<file path="src/rtl/xadc_sample_framer.sv">
// -----------------------------------------------------------------------------
// xadc_sample_framer
//
// Packs 32-bit XADC samples ({current[15:0], voltage[15:0]}) into byte frames
// for a downstream COBS encoder:
//
//   seq | SAMPLES_PER_FRAME x {b3, b2, b1, b0} | checksum
//
// The checksum is the two's complement of the mod-256 sum of all previous
// frame bytes, so that every frame sums to zero mod 256.
//
// Parameters
//   SAMPLES_PER_FRAME : samples per frame, 1..255
//   S_DATA_WIDTH      : input sample width, must be 32
//
// Ports
//   clk         : single clock for both streams
//   rst         : asynchronous, active-high reset
//   s_tdata     : input sample, [31:16] current channel, [15:0] voltage channel
//   s_tvalid    : input sample valid
//   s_tready    : block can accept a sample (IDLE or LOAD only)
//   m_tdata     : frame byte, registered
//   m_tvalid    : frame byte valid, registered
//   m_tready    : downstream accepts the byte
//   m_tlast     : high on the checksum byte only, registered
//   frame_count : number of completed frames, mod 256
// -----------------------------------------------------------------------------
module xadc_sample_framer #(
    parameter int SAMPLES_PER_FRAME = 4,
    parameter int S_DATA_WIDTH      = 32
) (
    input  logic                    clk,
    input  logic                    rst,
    input  logic [S_DATA_WIDTH-1:0] s_tdata,
    input  logic                    s_tvalid,
    output logic                    s_tready,
    output logic [7:0]              m_tdata,
    output logic                    m_tvalid,
    input  logic                    m_tready,
    output logic                    m_tlast,
    output logic [7:0]              frame_count
);

    localparam logic [7:0] SPF = 8'(SAMPLES_PER_FRAME);

    typedef enum logic [2:0] {
        IDLE = 3'd0,
        SEQ  = 3'd1,
        DATA = 3'd2,
        LOAD = 3'd3,
        CSUM = 3'd4
    } state_t;

    state_t                  state, nxt_state;
    logic [S_DATA_WIDTH-1:0] sample_q, nxt_sample;
    logic [1:0]              byte_idx, nxt_idx;
    logic [7:0]              sample_cnt, nxt_cnt;
    logic [7:0]              seq, nxt_seq;
    logic [7:0]              nxt_frame_count;
    logic [7:0]              sum, nxt_sum;
    logic [7:0]              nxt_tdata;
    logic                    nxt_tvalid, nxt_tlast;
    logic                    alive;
    logic                    in_hs, out_hs;

    // Byte idx of a sample, most-significant byte first.
    function automatic logic [7:0] byte_sel(input logic [31:0] s, input logic [1:0] idx);
        case (idx)
            2'd0:    byte_sel = s[31:24];
            2'd1:    byte_sel = s[23:16];
            2'd2:    byte_sel = s[15:8];
            default: byte_sel = s[7:0];
        endcase
    endfunction

    // s_tready stays low through reset and rises on the first edge after it.
    assign s_tready = alive && ((state == IDLE) || (state == LOAD));
    assign in_hs    = s_tvalid && s_tready;
    assign out_hs   = m_tvalid && m_tready;

    // NOTE: every variable gets its hold value first so no path leaves one
    // unassigned; a missed branch would otherwise infer a latch.
    always_comb begin
        nxt_state       = state;
        nxt_sample      = sample_q;
        nxt_idx         = byte_idx;
        nxt_cnt         = sample_cnt;
        nxt_seq         = seq;
        nxt_frame_count = frame_count;
        nxt_sum         = sum;
        nxt_tdata       = m_tdata;
        nxt_tvalid      = m_tvalid;
        nxt_tlast       = m_tlast;

        // The checksum accumulates a byte only once it has been accepted.
        if (out_hs) begin
            nxt_sum = sum + m_tdata;
        end

        case (state)
            IDLE: begin
                if (in_hs) begin
                    nxt_sample = s_tdata;
                    nxt_cnt    = 8'd1;  // counter restarts, this sample is the first
                    nxt_state  = SEQ;
                    nxt_tdata  = seq;
                    nxt_tvalid = 1'b1;
                    nxt_tlast  = 1'b0;
                end
            end
            SEQ: begin
                if (out_hs) begin
                    nxt_state = DATA;
                    nxt_idx   = 2'd0;
                    nxt_tdata = byte_sel(sample_q, 2'd0);
                end
            end
            DATA: begin
                if (out_hs) begin
                    if (byte_idx != 2'd3) begin
                        nxt_idx   = byte_idx + 2'd1;
                        nxt_tdata = byte_sel(sample_q, byte_idx + 2'd1);
                    end else if (sample_cnt < SPF) begin
                        nxt_state  = LOAD;
                        nxt_tvalid = 1'b0;
                        nxt_tdata  = 8'd0;
                    end else begin
                        // nxt_sum already includes the byte just accepted.
                        nxt_state = CSUM;
                        nxt_tdata = ~nxt_sum + 8'd1;
                        nxt_tlast = 1'b1;
                    end
                end
            end
            LOAD: begin
                if (in_hs) begin
                    nxt_sample = s_tdata;
                    nxt_cnt    = sample_cnt + 8'd1;
                    nxt_state  = DATA;
                    nxt_idx    = 2'd0;
                    nxt_tdata  = byte_sel(s_tdata, 2'd0);
                    nxt_tvalid = 1'b1;
                end
            end
            CSUM: begin
                if (out_hs) begin
                    nxt_seq         = seq + 8'd1;
                    nxt_frame_count = frame_count + 8'd1;
                    nxt_sum         = 8'd0;
                    nxt_state       = IDLE;
                    nxt_tvalid      = 1'b0;
                    nxt_tlast       = 1'b0;
                    nxt_tdata       = 8'd0;
                end
            end
            default: begin
                nxt_state  = IDLE;
                nxt_tvalid = 1'b0;
                nxt_tlast  = 1'b0;
                nxt_tdata  = 8'd0;
            end
        endcase
    end

    // NOTE: state registers use non-blocking assignments so every flop samples
    // the pre-edge values regardless of statement order.
    always_ff @(posedge clk or posedge rst) begin
        if (rst) begin
            state <= IDLE;
        end else begin
            state <= nxt_state;
        end
    end

    always_ff @(posedge clk or posedge rst) begin
        if (rst) begin
            alive       <= 1'b0;
            sample_q    <= '0;
            byte_idx    <= 2'd0;
            sample_cnt  <= 8'd0;
            seq         <= 8'd0;
            frame_count <= 8'd0;
            sum         <= 8'd0;
            m_tdata     <= 8'd0;
            m_tvalid    <= 1'b0;
            m_tlast     <= 1'b0;
        end else begin
            alive       <= 1'b1;
            sample_q    <= nxt_sample;
            byte_idx    <= nxt_idx;
            sample_cnt  <= nxt_cnt;
            seq         <= nxt_seq;
            frame_count <= nxt_frame_count;
            sum         <= nxt_sum;
            m_tdata     <= nxt_tdata;
            m_tvalid    <= nxt_tvalid;
            m_tlast     <= nxt_tlast;
        end
    end

endmodule

</file>
<file path="config.mk">
export PLATFORM = sky130hd
export DESIGN_NAME = xadc_sample_framer
export DESIGN_NICKNAME = d
export VERILOG_FILES = /design/src/rtl/xadc_sample_framer.sv
export SDC_FILE = /design/constraint.sdc
export NUM_CORES = 1
export LEC_CHECK = 0
export CORE_MARGIN = 4
export CORE_UTILIZATION = 56
export DETAILED_ROUTE_END_ITERATION = 6
export PLACE_DENSITY = 0.8
export SYNTH_ARGS = -nofsm -noshare
export SYNTH_HDL_FRONTEND = slang
export SYNTH_SLANG_ARGS = --single-unit
export TNS_END_PERCENT = 50
</file>
<file path="constraint.sdc">
create_clock -name clk -period 4.25 [get_ports clk]
set_clock_uncertainty 0.2 [all_clocks]
set_input_delay 1.0625 -clock clk [delete_from_list [all_inputs] [get_ports clk]]
set_output_delay 1.0625 -clock clk [all_outputs]
set_load 0.03 [all_outputs]
</file>
==> results of run 1 <==
routing by layer:
metal	vias to the layer above	part of all wire (%)
met1	1868	43
met5	-	0
met4	0	2.6
met2	167	47
met3	27	6.9
li1	1872	-
sequential cells by signal, indices dropped and copies added, names as in the netlist:
name,cells
seq,8
state,3
frame_count,8
sample_q,32
m_tdata,8
m_tvalid,1
m_tlast,1
sum,8
alive,1
sample_cnt,8
byte_idx,2
how the worst max path moves through the flow:
stage | start | end | slack [ns] | cells after the start
2_1_floorplan | rst | alive | 0.94 | 1
3_3_place_gp | m_tready | m_tdata[6] | 0.74 | 9
3_5_place_dp | m_tready | m_tdata[6] | 0.68 | 9
4_1_cts | state[2] | s_tready | 0.90 | 3
5_1_grt | state[2] | s_tready | 0.80 | 3
6_report | state[2] | s_tready | 0.90 | 3
stage by stage:
step                power, mW  hold WS (ns)
floorplan               0.788         0.245
global placement        0.827         0.260
detailed placement      0.827         0.262
CTS                      1.42         0.278
global route             1.46         0.298
finish                   1.41         0.275
logic make-up (layout without fill, tap and decap cells):
| kind of cell | after synthesis | in the layout |
|---|---|---|
| AND/OR/NAND/NOR | 235 | 235 |
| adder cells (fa/ha/maj) | 17 | 17 |
| buffers and inverters | 40 | 87 |
| other | 1 | 1 |
| flip-flops | 80 | 80 |
| AO/OA/AOI/OAI | 105 | 105 |
| multiplexers | 12 | 12 |
| XOR/XNOR | 23 | 23 |
final cells by class:
| type | instances | area share (%) |
|---|---|---|
| clock buffers | 9 | 2.33 |
| clock inverters | 6 | 1.60 |
| inverters | 12 | 0.848 |
| multi-input cells | 393 | 44.1 |
| flip-flops and latches | 80 | 37.7 |
| well taps | 102 | 2.40 |
| repair buffers | 60 | 11.0 |
worst max-delay path: stages (launching register included):
cell             delay, ns
dfrtp_1               0.61
nor2b_1               0.29
and2_1                0.16
clkdlybuf4s50_1       0.67
layout by cell type (no fill, tap or decap), types with 3 or more instances in the layout:
cell type	Yosys	routed
o221ai_1	3	3
o31ai_1	6	6
dfrtp_1	80	80
a21oi_1	30	30
a21boi_0	4	4
xor2_1	9	9
o22ai_1	4	4
xnor2_1	14	14
o211ai_1	3	3
clkbuf_8	0	9
o21ai_0	22	22
buf_4	1	6
nand2_1	147	147
nor2_1	27	27
and2_1	3	3
inv_1	11	10
a22o_1	4	4
and3_1	3	3
nand3_1	17	17
clkdlybuf4s50_1	0	54
ha_1	16	16
or2_2	3	3
mux2i_1	9	9
a222oi_1	8	8
a22oi_1	5	5
nor3_1	6	6
nand4_1	4	4
power groups by stage:
stage	Clock, mW	Combinational, mW	Sequential, mW
after CTS	0.606	0.0511	0.761
after global routing	0.644	0.0552	0.761
after global placement	0	0.0508	0.776
after floorplan	0	0.0118	0.776
final	0.602	0.0501	0.761
after detailed placement	0	0.0510	0.776
==> run summary, run 1 <==
Worst Path Arrival = 2.09 ns
number of synthesized flops with an enable pin = 0
share of the synthesized area in the top cell type = 44.3%
setup_tns = 0 ns
worst vdd ir = 0.000187 V
Reg area = 0.00200 sq mm
synthesized area = 0.00451 sq mm
switch share = 21.1%
placed inst area = 0.00510 sq mm
clock share of power = 42.6%
layout cells sized above 1 = 6.96%
ys async rst share = 100%
clock latency on the worst-skew pair = 0.36 ns
Post-Syn Nets = 566
Die Y = 97.8 microns
ys flop type = dfrtp_1
Residual DRC = 0
min-delay src = frame_count[7]
clk root buf = clkbuf_8
Via density = 5.94
Port Buffers = 54
PwrDens = 266 mW/mm^2
top post-synthesis cells by area = dfrtp_1 44%, nand2_1 12%, ha_1 4.4%
Clock H-tree levels = 3
GRT Resource Usage Total = 23.2%
reg2reg start = m_tdata[0]
gr busiest metal = met2
IO Pins = 55
final period utilization = 78.9%
post-synthesis mux area share = 2.99%
core area = 0.00777 sq mm
combinational cell fraction of total power = 3.5%
fin nets = 609
WHS Path Cells = 1
vias in the first global route = 3,700
CTS Buffer Depth = 2
routing usage on met3 = 4.00%
CTS tree = built
antenna viol nets, final = 0
flop2flop setup slack = 1.48 ns
dpl ws = 0.679 ns
Hold Buf Count CTS = 0
outcome = finished, final reports clean
post-synthesis sequential area ratio = 44.3%
Data required, critical path = 2.99 ns
Pint = 1.12 mW
Rel. slew slack = 33.2%
Die W = 97.8 microns
fmax = 0.298 GHz
Max-cap violations = 0
worst slew pin tran = 1.00 ns
RSZ-0062 raised after global routing = false
largest family of logic cells by synthesized area = simple AND/OR/NAND/NOR gates
Post-Route WL = 10,900 microns
critical path startpoint category = flip-flop
GRT met1 Usage = 31.9%
FILL cells = 625
R2R depth = 10
dominant cell type by area after synthesis = dfrtp_1
Setup CP Type = reg -> out
design area = 0.00531 sq mm
Final Hold Fails = 0
Synth top cells by count = 147 x nand2_1, 80 x dfrtp_1, 30 x a21oi_1
CTS clk-pin slew, worst paths = 0.08 ns
FF-to-FF End = m_tdata[6]
number of synthesized register bits = 80
DP HPWL = 7410 microns
Reg power frac = 53.8%
Synth Area in Simple Gates = 23.4%
area occupied by multi-input gates = 0.00234 sq mm
Mapped Avg Cell Area = 8.80 sq um
fin worst setup slack = 0.896 ns
Diodes inserted = 0
met2 Use GR = 36.5%
Pleak = 2.38 nW
total CTS buffers = 9
initial detailed-routing violation count = 349
worst-path fanout max = 19
post-synth cell types = 66
HP Class = reg -> reg
post-cts sizing count = 0
min cycle time layout = 3.35 ns
antenna violations before repair = 0
Mapped Cells = 513
Slew Viols, Final = 0
NetSw = 0.298 mW
Via Count = 3,934
Cell Count, Final, Fillers Out = 662
Post-CTS Setup Bufs = 0
P&R area growth vs syn = 17.7%
Die ar. = 0.00956 sq mm
yosys warns = 0
Post-Synth XOR/XNOR Area = 4.46%
Clock Sinks = 80
total grt overflow = 0
placed cell count = 647
Final setup viols = 0
adder-cell share of the synthesized area = 4.88%
number of iterations in the first detailed-routing pass = 5
Compound-Gate Fraction of Synth Area = 16.2%
GPL Wtd Cong = 0.871
wire length per cell = 16.4 microns
largest net degree at the start of global routing = 81
CP endpoint kind = primary output
Hold Path End = frame_count[7]
initial core utilization = 58.1%
Layout Utilization = 68.4%
global-route wire length before repair = 17,900 microns
num rows = 32
most common cell in the synthesized netlist = nand2_1
Power figures use the tool's default switching activity.
==> run 2, diff against run 1 <==
--- a/config.mk
+++ b/config.mk
@@ -6,9 +6,9 @@
 export NUM_CORES = 1
 export LEC_CHECK = 0
 export CORE_MARGIN = 4
-export CORE_UTILIZATION = 56
+export CORE_UTILIZATION = 51
 export DETAILED_ROUTE_END_ITERATION = 6
-export PLACE_DENSITY = 0.8
+export PLACE_DENSITY = 0.77
 export SYNTH_ARGS = -nofsm -noshare
 export SYNTH_HDL_FRONTEND = slang
 export SYNTH_SLANG_ARGS = --single-unit
==> constraint.sdc (replaced) <==
create_clock -name clk -period 2.9 [get_ports clk]
set_clock_uncertainty 0.2 [all_clocks]
set_input_delay 0.725 -clock clk [delete_from_list [all_inputs] [get_ports clk]]
set_output_delay 0.725 -clock clk [all_outputs]
set_load 0.03 [all_outputs]
==> run 2 against run 1 <==
  * Register-to-register slack lost 1.3 ns
  * Critical path type is now reg -> reg
  * First-iteration DRC count grew 0.86%
  * Combinational power grew 59%
  * Via count grew 1.0%
  * Clock power grew 36%
  * Non-clock buffer count grew 16
  * Cell area grew 2.7%
  * Critical path depth grew 7
  * Flip-flop and latch count is the same
  * Worst setup slack lost 0.70 ns
  * Final cell count grew 3.5%
  * Wire length grew 3.7%
==> run summary, run 2 (same netlist as run 1, synthesis figures left out) <==
Post-CTS Setup Bufs = 0
Final Hold Fails = 0
Setup CP Type = reg -> reg
most frequent cells in the layout = 147 x nand2_1, 80 x dfrtp_1, 53 x clkdlybuf4s50_1
wire length per cell = 16.5 microns
Slew Viols, Final = 0
R2R depth = 10
dpl ws = -0.0331 ns
WHS Path Cells = 1
reg2reg start = sum[0]
Hold Path End = seq[7]
Worst Path Arrival = 2.78 ns
Port Buffers = 54
GPL Wtd Cong = 0.836
Worst path max stage delay = 0.40 ns
Pleak = 2.45 nW
Die Y = 102 microns
Diodes inserted = 0
fin worst setup slack = 0.201 ns
initial detailed-routing violation count = 352
Worst path slowest cell = dfrtp_1
CP Launch Point = sum[0]
total grt overflow = 0
outcome = finished, final reports clean
antenna viol nets, final = 0
Clock Sinks = 80
num rows = 34
CP endpoint kind = flip-flop
DP HPWL = 8240 microns
max FFs per register = 32
GRT Resource Usage Total = 23.4%
Max-cap violations = 0
Die ar. = 0.0104 sq mm
IO Pins = 55
Clock H-tree levels = 3
min cycle time layout = 2.70 ns
global-route wire length before repair = 19,200 microns
fin nets = 625
worst vdd ir = 0.000228 V
final period utilization = 93.1%
RSZ-0062 raised after global routing = true
largest net degree at the start of global routing = 36
HP Class = reg -> reg
critical path startpoint category = flip-flop
antenna violations before repair = 0
largest reg by FF count = sample_q
CP Cell Sequence = ha_1 -> inv_1 -> fa_1 -> and2b_1 -> o221ai_1 -> a21boi_1 -> a211oi_1 -> or2_2 -> xor2_1 -> o21ai_0
P&R area growth vs syn = 20.8%
total CTS buffers = 9
clk root buf = clkbuf_8
core area = 0.00868 sq mm
Rel. slew slack = 55.5%
vias in the first global route = 3,990
number of iterations in the first detailed-routing pass = 5
min-delay src = seq[7]
Layout Utilization = 62.9%
Via density = 5.80
initial core utilization = 52.0%
Post-Route WL = 11,300 microns
CTS Buffer Depth = 2
Final setup viols = 0
Die W = 102 microns
clock latency on the worst-skew pair = 0.36 ns
Via Count = 3,974
CTS clk-pin slew, worst paths = 0.09 ns
CTS tree = built
Data required, critical path = 2.99 ns
fmax = 0.371 GHz
PwrDens = 369 mW/mm^2
flop2flop setup slack = 0.20 ns
leading cell type in the layout, fill and taps excluded = nand2_1
FF-to-FF End = m_tdata[6]
Residual DRC = 0
worst slew pin tran = 0.666 ns
worst-path fanout max = 3
layout cells sized above 1 = 9.71%
run 2: how the worst max path moves through the flow:
stage,endpoint,slack [ns],depth (start not counted)
4_1_cts,m_tdata[6],0.10,10
2_1_floorplan,m_tdata[7],0.21,10
5_1_grt,m_tdata[6],-0.001,10
3_3_place_gp,m_tdata[6],0.01,9
3_5_place_dp,m_tdata[6],-0.03,9
6_report,m_tdata[6],0.20,10
run 2: worst max-delay path: cells and delay by family, from the launching register on:
kind	cells	cell delay, ns
AOI/OAI and AO/OA	4	0.64
buffers and inverters	1	0.06
and+or+nand+nor	2	0.58
xor gates and xnor gates	1	0.14
adders and majority gates	2	0.60
DFF	1	0.40
run 2: what timing repair did:
action                                  CTS  global route
resized for setup                         0             2
endpoints found under the setup margin    0             3
hold buffers                              0             0
run 2: area by class of cell:
| type | count | area [sq um] |
|---|---|---|
| Tap cell | 108 | 135 |
| Sequential cell | 80 | 2000 |
| Clock buffer | 11 | 131 |
| Clock inverter | 5 | 57.6 |
| Fill cell | 732 | 3220 |
| Inverter | 12 | 48.8 |
| Multi-Input combinational cell | 393 | 2350 |
| Timing Repair Buffer | 76 | 728 |
run 2: routing by layer:
metal	vias up	routed length (microns)	GRT usage, %
met3	24	602	4.23
met1	1930	4730	29.2
met4	0	262	9.28
met2	124	5680	40.1
met5	-	0	0
li1	1896	-	-
run 2: power by group:
part	internal [mW]	switching (mW)
clock network	0.397	0.422
registers	1.12	0.000123
logic	0.0475	0.0324
run 2: per-stage QoR:
stage	cell area (sq um)	power [mW]	instances	TNS, ns	hold slack [ns]
floorplan	4520	1.16	513	0	0.245
finish	5460	2.01	685	0	0.284
detailed placement	5260	1.22	669	-0.0495	0.263
global route	5460	2.08	685	-0.00140	0.302
global placement	5260	1.22	669	0	0.260
CTS	5450	2.03	685	0	0.287
